**src/rtl/serial_paralelo_rx_if.sv**
```systemverilog
// serial_paralelo_rx_if: serial input and aligned byte outputs of the receiver
interface serial_paralelo_rx_if;
  logic       data_in;
  logic [7:0] data_out;
  logic       valid_out;
  logic       idle_out;
  logic       com_out;
  logic       active_out;
  modport master (output data_in, input data_out, valid_out, idle_out, com_out, active_out);
  modport slave (input data_in, output data_out, valid_out, idle_out, com_out, active_out);
endinterface

```
**src/rtl/serial_paralelo_rx.sv**
```systemverilog
// serial_paralelo_rx: comma-aligned serial-to-parallel receiver
module serial_paralelo_rx #(
  parameter logic [7:0] COM = 8'hBC,
  parameter logic [7:0] IDL = 8'h7C,
  parameter int COM_COUNT = 4
) (
  input  logic clk_32f,
  input  logic reset,
  serial_paralelo_rx_if.slave rx
);
  typedef enum logic [1:0] {SEARCH, ALIGN, ACTIVE} state_t;
  localparam logic [3:0] CC = 4'(COM_COUNT);
  state_t     r_state;
  logic [7:0] r_sr;
  logic [7:0] r_data;
  logic [2:0] r_bit_cnt;
  logic [3:0] r_com_cnt;
  logic       r_valid;
  logic       r_idle;
  logic       r_com;
  logic       r_active;
  logic [7:0] w_win;
  logic       w_bnd;
  assign w_win = {r_sr[6:0], rx.data_in};
  assign w_bnd = r_bit_cnt == 3'd7;
  always_ff @(posedge clk_32f) begin
    if (reset) begin
      r_state   <= SEARCH;
      r_sr      <= '0;
      r_data    <= '0;
      r_bit_cnt <= '0;
      r_com_cnt <= '0;
      r_valid   <= 1'b0;
      r_idle    <= 1'b0;
      r_com     <= 1'b0;
      r_active  <= 1'b0;
    end else begin
      r_sr    <= w_win;
      r_valid <= 1'b0;
      r_idle  <= 1'b0;
      r_com   <= 1'b0;
      case (r_state)
        SEARCH: begin
          r_bit_cnt <= '0;
          if (w_win == COM) begin
            r_state   <= CC == 4'd1 ? ACTIVE : ALIGN;
            r_active  <= CC == 4'd1;
            r_com_cnt <= CC == 4'd1 ? 4'd0 : 4'd1;
          end
        end
        ALIGN: begin
          r_bit_cnt <= r_bit_cnt + 3'd1;
          if (w_bnd) begin
            // a non-comma on a boundary drops alignment; no re-check on this edge
            if (w_win != COM) begin
              r_state   <= SEARCH;
              r_com_cnt <= '0;
            end else if (r_com_cnt + 4'd1 == CC) begin
              r_state   <= ACTIVE;
              r_active  <= 1'b1;
              r_com_cnt <= '0;
            end else begin
              r_com_cnt <= r_com_cnt + 4'd1;
            end
          end
        end
        ACTIVE: begin
          r_bit_cnt <= r_bit_cnt + 3'd1;
          if (w_bnd) begin
            r_data  <= w_win;
            r_com   <= w_win == COM;
            r_idle  <= w_win == IDL;
            r_valid <= w_win != COM && w_win != IDL;
          end
        end
        default: r_state <= SEARCH;
      endcase
    end
  end
  assign rx.data_out   = r_data;
  assign rx.valid_out  = r_valid;
  assign rx.idle_out   = r_idle;
  assign rx.com_out    = r_com;
  assign rx.active_out = r_active;
endmodule

```
**src/flat_wrapper.sv**
```systemverilog
// flat-port wrapper written by rule: the top's interface ports become plain ports
module serial_paralelo_rx_flat 
#(
  parameter logic [7:0] COM = 8'hBC,
  parameter logic [7:0] IDL = 8'h7C,
  parameter int COM_COUNT = 4
)
  (clk_32f, reset, rx_data_in, rx_data_out, rx_valid_out, rx_idle_out, rx_com_out, rx_active_out);
  serial_paralelo_rx_if rx_i ();
  input  logic clk_32f;
  input  logic reset;
  input wire logic [$bits(rx_i.data_in)-1:0] rx_data_in;
  output wire logic [$bits(rx_i.data_out)-1:0] rx_data_out;
  output wire logic [$bits(rx_i.valid_out)-1:0] rx_valid_out;
  output wire logic [$bits(rx_i.idle_out)-1:0] rx_idle_out;
  output wire logic [$bits(rx_i.com_out)-1:0] rx_com_out;
  output wire logic [$bits(rx_i.active_out)-1:0] rx_active_out;
  assign rx_i.data_in = rx_data_in;
  assign rx_data_out = rx_i.data_out;
  assign rx_valid_out = rx_i.valid_out;
  assign rx_idle_out = rx_i.idle_out;
  assign rx_com_out = rx_i.com_out;
  assign rx_active_out = rx_i.active_out;
  serial_paralelo_rx #(.COM(COM), .IDL(IDL), .COM_COUNT(COM_COUNT)) u_core (.clk_32f(clk_32f), .reset(reset), .rx(rx_i));
endmodule
```
**config.mk**
```make
export PLATFORM = sky130hd
export DESIGN_NAME = serial_paralelo_rx_flat
export DESIGN_NICKNAME = d
export VERILOG_FILES = /design/src/rtl/serial_paralelo_rx_if.sv /design/src/rtl/serial_paralelo_rx.sv /design/src/flat_wrapper.sv
export SDC_FILE = /design/constraint.sdc
export NUM_CORES = 1
export LEC_CHECK = 0
export ABC_AREA = 1
export CAP_MARGIN = 20
export CORE_MARGIN = 1
export CORE_UTILIZATION = 53
export DETAILED_ROUTE_END_ITERATION = 12
export GPL_TIMING_DRIVEN = 0
export PLACE_DENSITY = 0.77
export SLEW_MARGIN = 20
export SYNTH_ARGS = -nofsm -noshare
export SYNTH_HDL_FRONTEND = slang
export SYNTH_SLANG_ARGS = --single-unit
```
**constraint.sdc**
```tcl
create_clock -name clk_32f -period 1.6 [get_ports clk_32f]
set_input_delay 0.32 -clock clk_32f [delete_from_list [all_inputs] [get_ports clk_32f]]
set_output_delay 0.32 -clock clk_32f [all_outputs]
set_load 0.02 [all_outputs]
```
-- Word level (Yosys, flattened, before mapping)
Cells that the tools add are included.
- flip-flop bits (word level): 28
- word-level logic and storage cells: 52
- bits of input ports: 3
- output and inout port bits: 12
- muxes and demuxes: 16
- reductions and logical operators: 10
- add/sub/neg operators: 2
- eq/ne operators: 13
- bitwise logic cells: 2
- operators by type and width (cell ; count):
    $mux 4 ; 4
    $eq 8x7->1 const B ; 1
    $eq 8x8->1 const B ; 1
    $mux 2 ; 4
    $ne 8x7->1 const B ; 1
    $ne 8x8->1 const B ; 1
    $pmux 4 s2 ; 1
    $ne 2x1->1 const B ; 3
    $pmux 2 s3 ; 1
    $pmux 3 s2 ; 1
    $reduce_and 5->1 ; 1
    $add 4x1->4 const B ; 1
    $eq 4x3->1 const B ; 1
    $mux 1 ; 4
    $reduce_and 4->1 ; 1
    $reduce_bool 2->1 ; 2
    $add 3x1->3 const B ; 1
    $eq 3x3->1 const B ; 1
    $ne 3x1->1 const B ; 1
    $reduce_and 3->1 ; 1
    $reduce_or 3->1 ; 1
    $eq 2x1->1 const B ; 1
    $eq 2x2->1 const B ; 1
    $logic_not 2->1 ; 1
    other kinds (6) ; 7

-- Logic depth before layout (Yosys ltp)
Gate-level depths: netlist of the first run.
- word-level depth: 6
- depth in mapped cells: 9
- gate-level depth less buffers: 9

-- Worst setup path before layout of the first run
No wires, ideal clock.
- path type: reg-to-reg
- from: register u_core.r_state[1]
- to: register u_core.r_state[0]
- library setup time: 113 ps
- data arrival time: 1220 ps
- path slack: 267 ps
- cell stages (with the launch flop): 9
- buffers on the path: 0
- required time: 1487 ps
- period minus slack after synthesis: 1333 ps
- cells stage by stage: dfxtp_1 inv_1 ha_1 a21oi_1 inv_1 a21oi_1 nand3_1 nand2_1 nor2_1
- word-level cells in the longest chain between the ends: 3
- elaborated cells on any way between the ends: 9
- classes of those cells: 5 x eq/ne; 1 x mux; 1 x bitwise; 2 x reduce/logical
- RTL lines (item ; RTL line ; source):
    start: declaration ; serial_paralelo_rx.sv:13 ; state_t r_state;
    start signal: assignment ; serial_paralelo_rx.sv:46 ; r_state <= CC == 4'd1 ? ACTIVE : ALIGN;
    $eq 2x1->1 (tied with other cells) ; serial_paralelo_rx.sv:42 ; case (r_state)
    $ne 3x1->1 (no line) (tied with other cells) ; -- ;
    $reduce_and 4->1 (no line) ; -- ;
Parallel ways exist; a longest one is shown, timed or not.
A chain may end at the register's enable or synchronous reset.

-- Worst setup path in the final report of the first run
- from: register u_core.r_bit_cnt[0]
- to: register u_core.r_state[0]
- word-level cells in the longest chain between the ends: 3
- RTL lines (item ; RTL line ; source):
    start: declaration ; serial_paralelo_rx.sv:16 ; logic [2:0] r_bit_cnt;
    start signal: assignment ; serial_paralelo_rx.sv:52 ; r_bit_cnt <= r_bit_cnt + 3'd1;
    start signal: assignment ; serial_paralelo_rx.sv:68 ; r_bit_cnt <= r_bit_cnt + 3'd1;
    $eq 3x3->1 ; serial_paralelo_rx.sv:25 ; assign w_bnd = r_bit_cnt == 3'd7;
    $ne 2x1->1 (no line) ; -- ;
    $reduce_and 4->1 (no line) ; -- ;
No other way between the ends.

==> results.md, run 1 <==
- The flow ran to the end, and the final reports show no timing, DRC or antenna violations.
- The net count of the finished layout is 191.
- The clock period could shrink to 1.49 ns.
- The number of rows created at floorplan is 17.
- For the pin with the worst max-slew slack, the measured transition is 0.435 ns.
- The clock net in this run drives a total of 28 sinks.
- The number of failing hold endpoints at the final stage is 0.
- From synthesis to final layout, the design area changed by 18.4%.
- Wires add up to 2300 µm.
- The top-area cell type share of the netlist area is 44.6%.
- At the worst endpoint, the arrival time is 1.75 ns.
- The congestion estimate from routability-driven global placement came to 0.759.
- The number of CTS-inserted buffers is 3.
- Net switching is 35.0% of the power.
- The reported net switching power is 0.686 mW.
- The count of hold-fix buffers inserted at cts is 0.
- The post-synthesis sequential area ratio is 44.6%.
- The analysis attributes to cell leakage a power of 0.771 nW.
- The root cell of the clock tree is sky130_fd_sc_hd__clkbuf_4.
- The DRC marker count from the first detailed-route iteration is 14.
- The half-perimeter wire length after detailed placement is 1760 µm.
- The remaining routing DRC violations is 0.
- The kind of critical path is flop to flop.
- The final critical-path setup slack is 0.106 ns.
- Registers are responsible for 43.7% of the overall power.
- Using the TritonRoute via totals, the vias-per-cell ratio works out to 5.01.
- The top cell types in the final layout, fill and taps aside, are sky130_fd_sc_hd__dfxtp_1 (27), sky130_fd_sc_hd__nor2_1 (25), sky130_fd_sc_hd__nand2_1 (22), sky130_fd_sc_hd__inv_1 (21), sky130_fd_sc_hd__a21oi_1 (14).
- Traced cell by cell, the critical path runs through ha_1 > ha_1 > inv_1 > a21oi_1 > inv_1 > a21oi_1 > nand3_1 > nand2_1 > nor2_1.
- The final count of pins violating max slew came to 0.
- The multi-input combinational cells in the finished layout cover a total of 583 µm².
- After detailed routing, the average wire length per cell comes to 11.1 µm.
- The pin count of the biggest net entering global routing is 17.
- The number of different library cells used by synthesis comes to 24.
- The total track usage is 20.6%.
- The largest driver fanout on the critical path is 3.
- During placement, the flow inserted port buffers numbering 14.
- Synthesis produced a netlist with a net count of 172.
- The post-route setup TNS is 0 ns.
- The type of element capturing the critical path is a flop.
- The share of total power dissipated in the clock network is 23.8%.
- The biggest area contributor in the post-synthesis netlist is sky130_fd_sc_hd__dfxtp_1.
- In this design, the stage delay of the slowest critical-path cell is 0.39 ns.
- The max-cap violation count is 0.
- The average instance in the mapped netlist occupies 7.76 µm².
- After clock tree synthesis, the clock-pin slew on the worst setup and hold paths is 0.15 ns.
- The post-synthesis sequential element count is 28.
- The initial utilization of the core area, before any placement, comes to 56.3%.
- The fraction of power consumed by combinational cells is 32.5%.
- The kind of start point of the critical path is a flop.
- Across the VDD grid, the largest voltage drop is 1.07 mV.
- Yosys mapped a number of flops with a built-in enable equal to 0.
- The post-CTS setup buffer count is 0.
- Of all flip-flops after synthesis, the portion carrying an async set or reset was 0%.
- The total global routing overflow is 0.
- The cell-internal power is 1.28 mW.
- The post-route clock period utilization is 93.4%.
- The leading cell type in the layout, fill and taps excluded is sky130_fd_sc_hd__dfxtp_1.
- For this design the top-level I/O count stands at 15.
- Setup repair after global routing left no endpoint under its margin.
- The die is 50.7 µm tall.
- The final setup violation count is 0.
- The CTS tree is built.
- The worst-skew pair later-pin latency is 0.33 ns.
- The first global-routing pass estimated 3960 µm of wire.
- The slowest stage of the critical path is the sky130_fd_sc_hd__dfxtp_1 cell.
- The type of the tightest min-delay check is flop to flop.
- The die covers 2570 µm².
- At the worst endpoint, the required time is 1.85 ns.
- The number of vias after detailed routing is 1042.
- The most used flip-flop cell after synthesis is sky130_fd_sc_hd__dfxtp_1.
- Timing analysis after detailed placement gives a worst setup slack of -0.0618 ns.
- In this run the horizontal extent of the chip is 50.7 µm.
- The remaining number of nets flagged by the antenna check after routing is 0.
- Measured on the finished design, the core utilization comes to 66.7%.
- Once the clock tree was built, the resizer swapped 8 gates to a different size.
- The via count of the first global-routing pass was 979.
- The count of inserted antenna diode cells is 0.
- The relative max-transition margin is 71.0%.
- The power density over the cells is 1320 nW/µm².
- The maximum frequency from static timing analysis is 669 MHz.
- The number of synthesis warnings is 0.
- After filler insertion, the fill cell instance count of the layout stands at 198.
- The area of the placeable core is 2230 µm².
- Synthesis produced a netlist whose cell count is 162.
- In the final layout, flip-flops and latches occupy 562 µm².
- Of the cells placed in the final design, the portion with a size suffix greater than 1 is 13.9%.
- The mapped netlist covers 1260 µm².
- The clock arrives with 0.00713 ns of skew.
- The pre-antenna-repair detailed-routing pass consisted of 4 iterations.
- The number of antenna violations at the first check in global routing is 0.
- The maximum level of the CTS H-tree is 1.
- In this run the deepest clock path goes through 2 buffers.
- Sorting the synthesized cells by area gives the leading types as sky130_fd_sc_hd__dfxtp_1 (45%), sky130_fd_sc_hd__nor2_1 (7.5%), sky130_fd_sc_hd__ha_1 (7.0%).
## critical path, delay by kind of cell, from the launching register on
kind / cells / cell delay (ns)
fa+ha+maj: 2 / 0.33
compound gates: 2 / 0.37
buf+inv: 2 / 0.12
simple gates: 3 / 0.21
flops: 1 / 0.39
## per-layer routing
| metal | share of wire [%] | global-route usage (%) |
|---|---|---|
| met2 | 49 | 36.0 |
| met4 | 1.3 | 6.94 |
| met5 | 0 | 0 |
| met3 | 1.9 | 3.64 |
| met1 | 48 | 25.4 |
## area by class of cell
type / instances / area share, %
inverter: 26 / 6.55
multi-input combinational: 105 / 39.2
clock inverter: 1 / 2.02
timing repair buffer: 14 / 9.41
tap: 28 / 2.35
buffer: 3 / 1.26
clock buffer: 3 / 1.51
sequential: 28 / 37.7
## worst paths after layout
path                                     start                                end  slack (ns)  cells past startpoint
max           u_core.r_bit_cnt[0]$_SDFFE_PP0P_     u_core.r_state[0]$_SDFFE_PP0P_        0.11                      9
min          u_core.rx.active_out$_SDFFE_PP0P_  u_core.rx.active_out$_SDFFE_PP0P_        0.46                      2
max reg2reg   u_core.r_bit_cnt[0]$_SDFFE_PP0P_     u_core.r_state[0]$_SDFFE_PP0P_        0.11                      9
min reg2reg  u_core.rx.active_out$_SDFFE_PP0P_  u_core.rx.active_out$_SDFFE_PP0P_        0.46                      2
## synthesized netlist by cell type, types with 2 or more instances
library cell and count:
sky130_fd_sc_hd__a21oi_1 14, sky130_fd_sc_hd__dfxtp_1 28, sky130_fd_sc_hd__ha_1 7, sky130_fd_sc_hd__inv_1 22, sky130_fd_sc_hd__inv_2 4, sky130_fd_sc_hd__nand2_1 22
sky130_fd_sc_hd__nand2_2 5, sky130_fd_sc_hd__nand2_4 2, sky130_fd_sc_hd__nand3_1 7, sky130_fd_sc_hd__nand4_1 2, sky130_fd_sc_hd__nor2_1 25, sky130_fd_sc_hd__nor2_2 2
sky130_fd_sc_hd__nor2_4 2, sky130_fd_sc_hd__o21ai_0 9, sky130_fd_sc_hd__o21ai_1 2
## stage by stage
stage          hold WS (ns)  cell area, µm²  std cells  total power, mW
2_1_floorplan         0.436            1260        162             1.38
3_3_place_gp          0.434            1430        204             1.46
3_5_place_dp          0.445            1430        204             1.51
4_1_cts               0.462            1480        208             1.97
5_1_grt               0.492            1490        208             2.11
6_report              0.459            1490        208             1.96
## registers in the layout, summed over array words and instances (netlist names)
signal and count:
u_core.rx.valid_out 1, u_core.rx.data_out 8, u_core.r_sr 7, u_core.rx.com_out 1, u_core.r_state 2, u_core.r_com_cnt 4, u_core.rx.active_out 1, u_core.r_bit_cnt 3
u_core.rx.idle_out 1
## power groups by stage
stage / clock (mW) / sequential [mW] / combinational, mW
after floorplan: 0 / 0.850 / 0.534
after global placement: 0 / 0.862 / 0.598
after detailed placement: 0 / 0.871 / 0.639
after CTS: 0.471 / 0.853 / 0.643
after global routing: 0.502 / 0.869 / 0.737
final: 0.467 / 0.857 / 0.638
## cell families (layout without fill, tap and decap cells)
kind of cell / after synthesis / after routing / synth area share, %
flops: 28 / 28 / 44.6
simple gates: 70 / 70 / 27.5
fa+ha+maj: 7 / 7 / 6.96
compound gates: 27 / 27 / 11.2
buf+inv: 29 / 47 / 9.05
xor+xnor: 1 / 1 / 0.697
No activity file was read; power rests on OpenSTA's default activity.
==> run 2, diff against run 1 <==
CORE_UTILIZATION = 56   (was 53)
CTS_BUF_LIST = sky130_fd_sc_hd__clkbuf_8   (was unset)
PLACE_DENSITY = 0.81   (was 0.77)
==> run 2 against run 1 <==
  * Clock-buffer cell count did not move
  * Largest cell class unchanged
  * Global-route usage rose by 0.96 points
  * Highest routed layer unchanged
  * Combinational power rose by 3%
==> results.md, run 2 (synthesized netlist as in run 1, its figures left out) <==
- The flow ran to the end, and the final reports show no timing, DRC or antenna violations.
- The final setup violation count is 0.
- The sink count of the clock tree is 28.
- For this run, the total global-route usage over all layers was measured as 21.6%.
- The via count of the first global-routing pass is 984.
- The worst flop-to-flop path endpoint is u_core.r_state[0]$_SDFFE_PP0P_.
- The post-CTS setup buffer count is 0.
- After layout, the worst path uses 96.9% of the clock period.
- The per-cell routed wire length is 11.2 µm.
- On the critical path, the stage with the largest delay is an instance of sky130_fd_sc_hd__clkdlybuf4s50_1.
- The tool flagged a number of max-cap violations equal to 0.
- The family with the most delay on the worst path is buffers and inverters.
- The first-pass GRT wire length is 4060 µm.
- Post-CTS repair changed the size of 0 cells.
- The library cell used most frequently in the layout, excluding fill and tap cells, is sky130_fd_sc_hd__dfxtp_1.
- STA classifies the critical path endpoint as an output pin.
- For hold timing, the worst endpoint is u_core.rx.active_out$_SDFFE_PP0P_.
- The number of rows created at floorplan is 16.
- Data arrives at the worst endpoint at 1.23 ns.
- The net switching share of the total power is 34.2%.
- The type of the tightest min-delay check is flop to flop.
- The kind of start point of the critical path is a flop.
- The signal on the critical path passes through clkdlybuf4s50_1.
- The internal reg-to-reg setup slack is 0.15 ns.
- The fraction of power consumed by combinational cells is 31.6%.
- After the first detailed-routing iteration, the DRC count stood at 12.
- The routability congestion estimate is 0.782.
- The library cells used most frequently in the layout, excluding fill and tap cells, are sky130_fd_sc_hd__dfxtp_1 (28), sky130_fd_sc_hd__nor2_1 (25), sky130_fd_sc_hd__nand2_1 (22), sky130_fd_sc_hd__inv_1 (21), sky130_fd_sc_hd__clkdlybuf4s50_1 (14).
- Summed over all layers, the routed wires come to 2320 µm.
- The worst hold path begins at u_core.rx.active_out$_SDFFE_PP0P_.
- The clock network burns 26.9% of the power.
- The worst path in the final design needs a cycle of 1.55 ns, including I/O delays and setup.
- For this configuration, the core starts out at a cell density of 61.6%.
- For this design, the CTS-stage hold fixing added 0 buffers.
- The clock skew is 0.00408 ns.
- The number of I/O port buffers is 14.
- Dividing total power by cell area gives a power density of 1370 nW/µm².
- The analysis attributes to net switching a power of 0.706 mW.
- The slew of the pin with the lowest slew margin is 0.419 ns.
- The height of the die is 49.4 µm.
- The origin of the critical flop-to-flop path is u_core.r_bit_cnt[0]$_SDFFE_PP0P_.
- The number of failing hold endpoints at the final stage is 0.
- Before antenna repair, the detailed router went through 4 iterations.
- The cell-internal power is 1.36 mW.
- The relative max-transition margin is 72.1%.
- The maximum level of the CTS H-tree is 1.
- The number of antenna violations at the first check in global routing was 0.
- Counting both buffers and inverters, the worst setup path holds a total of 1.
- The required time at the endpoint of the critical path is 1.28 ns.
- The clock-pin transition on the worst setup and hold timing paths is 0.09 ns.
- The flip-flop count of the largest register after layout is 8.
- By startpoint and endpoint, the worst setup path is classified as flop to output pin.
- For this design the top-level I/O count stands at 15.
- TritonCTS built the clock tree.
- The core region is 2040 µm².
- The count of placed standard cells in the final layout, fillers left out is 207.
- The repair_antennas step left the layout with diodes totalling 0.
- The delay of the slowest critical-path stage is 0.61 ns.
- The overall power after layout is 2.07 mW.
- After global routing the overflow that remains totals 0.
- Measured on the finished design, the core utilization comes to 74.0%.
- The die covers 2440 µm².
- The placed cell count is 203.
- The clock reaches the later pin of the worst-skew pair after 0.28 ns.
- The post-layout net count is 191.
- In this run the worst path has a maximum fanout of 2.
- Across the VDD grid, the largest voltage drop is 0.898 mV.
- In the final layout, the share of cells above drive strength 1 is 14.4%.
- The clock passes through at most 2 buffers.
- The pin count of the biggest net entering global routing is 17.
- The worst hold path stage count is 2.
- The final count of pins violating max slew is 0.
- Summed over all cells, the static leakage comes to 0.664 nW.
- The half-perimeter wire length after detailed placement is 1680 µm.
- After detailed routing, the number of vias per cell comes to 4.99.
- The remaining routing DRC violations is 0.
- The layout filler cell count is 154.
- The remaining number of nets flagged by the antenna check after routing is 0.
- For the worst flop-to-flop path, the logic depth is 9.
- The number of clock buffers added by TritonCTS is 3.
- The die width is 49.4 µm.
- The cell sitting at the root of the clock tree is a sky130_fd_sc_hd__clkbuf_8.
- The number of vias after detailed routing is 1033.
- Sequential cells account for 41.5% of the total power.
- Setup repair after global routing left no endpoint under its margin.
- Based on the critical path, the design can be clocked at up to 645 MHz.
- The area overhead of the layout relative to synthesis is 20.2%.
-- run 2: cell types whose count changed in the layout (fill, tap and decap cells not counted), sizes merged --
cell / previous run / this run
clkdlybuf4s50: 2 / 14
dlygate4sd2: 8 / 0
dlymetal6s2s: 4 / 0
-- run 2: worst max-delay path by stage --
stage,from,to,slack [ns],cells past startpoint
2_1_floorplan,u_core.r_state[1]$_SDFFE_PP0P_,u_core.r_state[0]$_SDFFE_PP0P_,0.27,8
3_3_place_gp,rx_data_in,u_core.r_state[0]$_SDFFE_PP0P_,-0.01,9
3_5_place_dp,rx_data_in,u_core.r_state[0]$_SDFFE_PP0P_,-0.04,9
4_1_cts,u_core.rx.data_out[7]$_SDFFE_PP0P_,rx_data_out[7],0.04,1
5_1_grt,u_core.rx.data_out[0]$_SDFFE_PP0P_,rx_data_out[0],0.002,1
6_report,u_core.rx.data_out[7]$_SDFFE_PP0P_,rx_data_out[7],0.05,1
-- run 2: metrics by stage --
stage	cell area (µm²)	setup TNS [ns]	hold slack [ns]	setup slack [ns]
3_5_place_dp	1430	-0.157	0.437	-0.0382
2_1_floorplan	1260	0	0.436	0.267
3_3_place_gp	1430	-0.0190	0.433	-0.0148
6_report	1510	0	0.449	0.0502
5_1_grt	1510	0	0.484	0.00181
4_1_cts	1500	0	0.451	0.0400
-- run 2: layout make-up --
class | count | area, µm² | area share [%]
clock inverter | 1 | 30.0 | 1.99
clock buffer | 3 | 41.3 | 2.73
multi-input combinational | 105 | 589 | 39.0
timing repair buffer | 14 | 140 | 9.27
sequential | 28 | 561 | 37.1
buffer | 3 | 18.8 | 1.24
tap | 27 | 33.8 | 2.24
inverter | 26 | 97.6 | 6.46
-- run 2: per-layer routing --
layer / GRT usage (%) / wire length, µm / vias to the layer above
li1: - / - / 545
met1: 24.8 / 1080 / 469
met2: 39.0 / 1150 / 14
met3: 4.05 / 54 / 5
met4: 8.57 / 40 / 0
met5: 0 / 0 / -
-- run 2: power groups by stage --
stage | Clock, mW | Sequential (mW) | Combinational, mW
2_1_floorplan | 0 | 0.850 | 0.534
3_3_place_gp | 0 | 0.862 | 0.598
3_5_place_dp | 0 | 0.870 | 0.630
4_1_cts | 0.562 | 0.856 | 0.641
5_1_grt | 0.587 | 0.871 | 0.759
6_report | 0.556 | 0.858 | 0.654
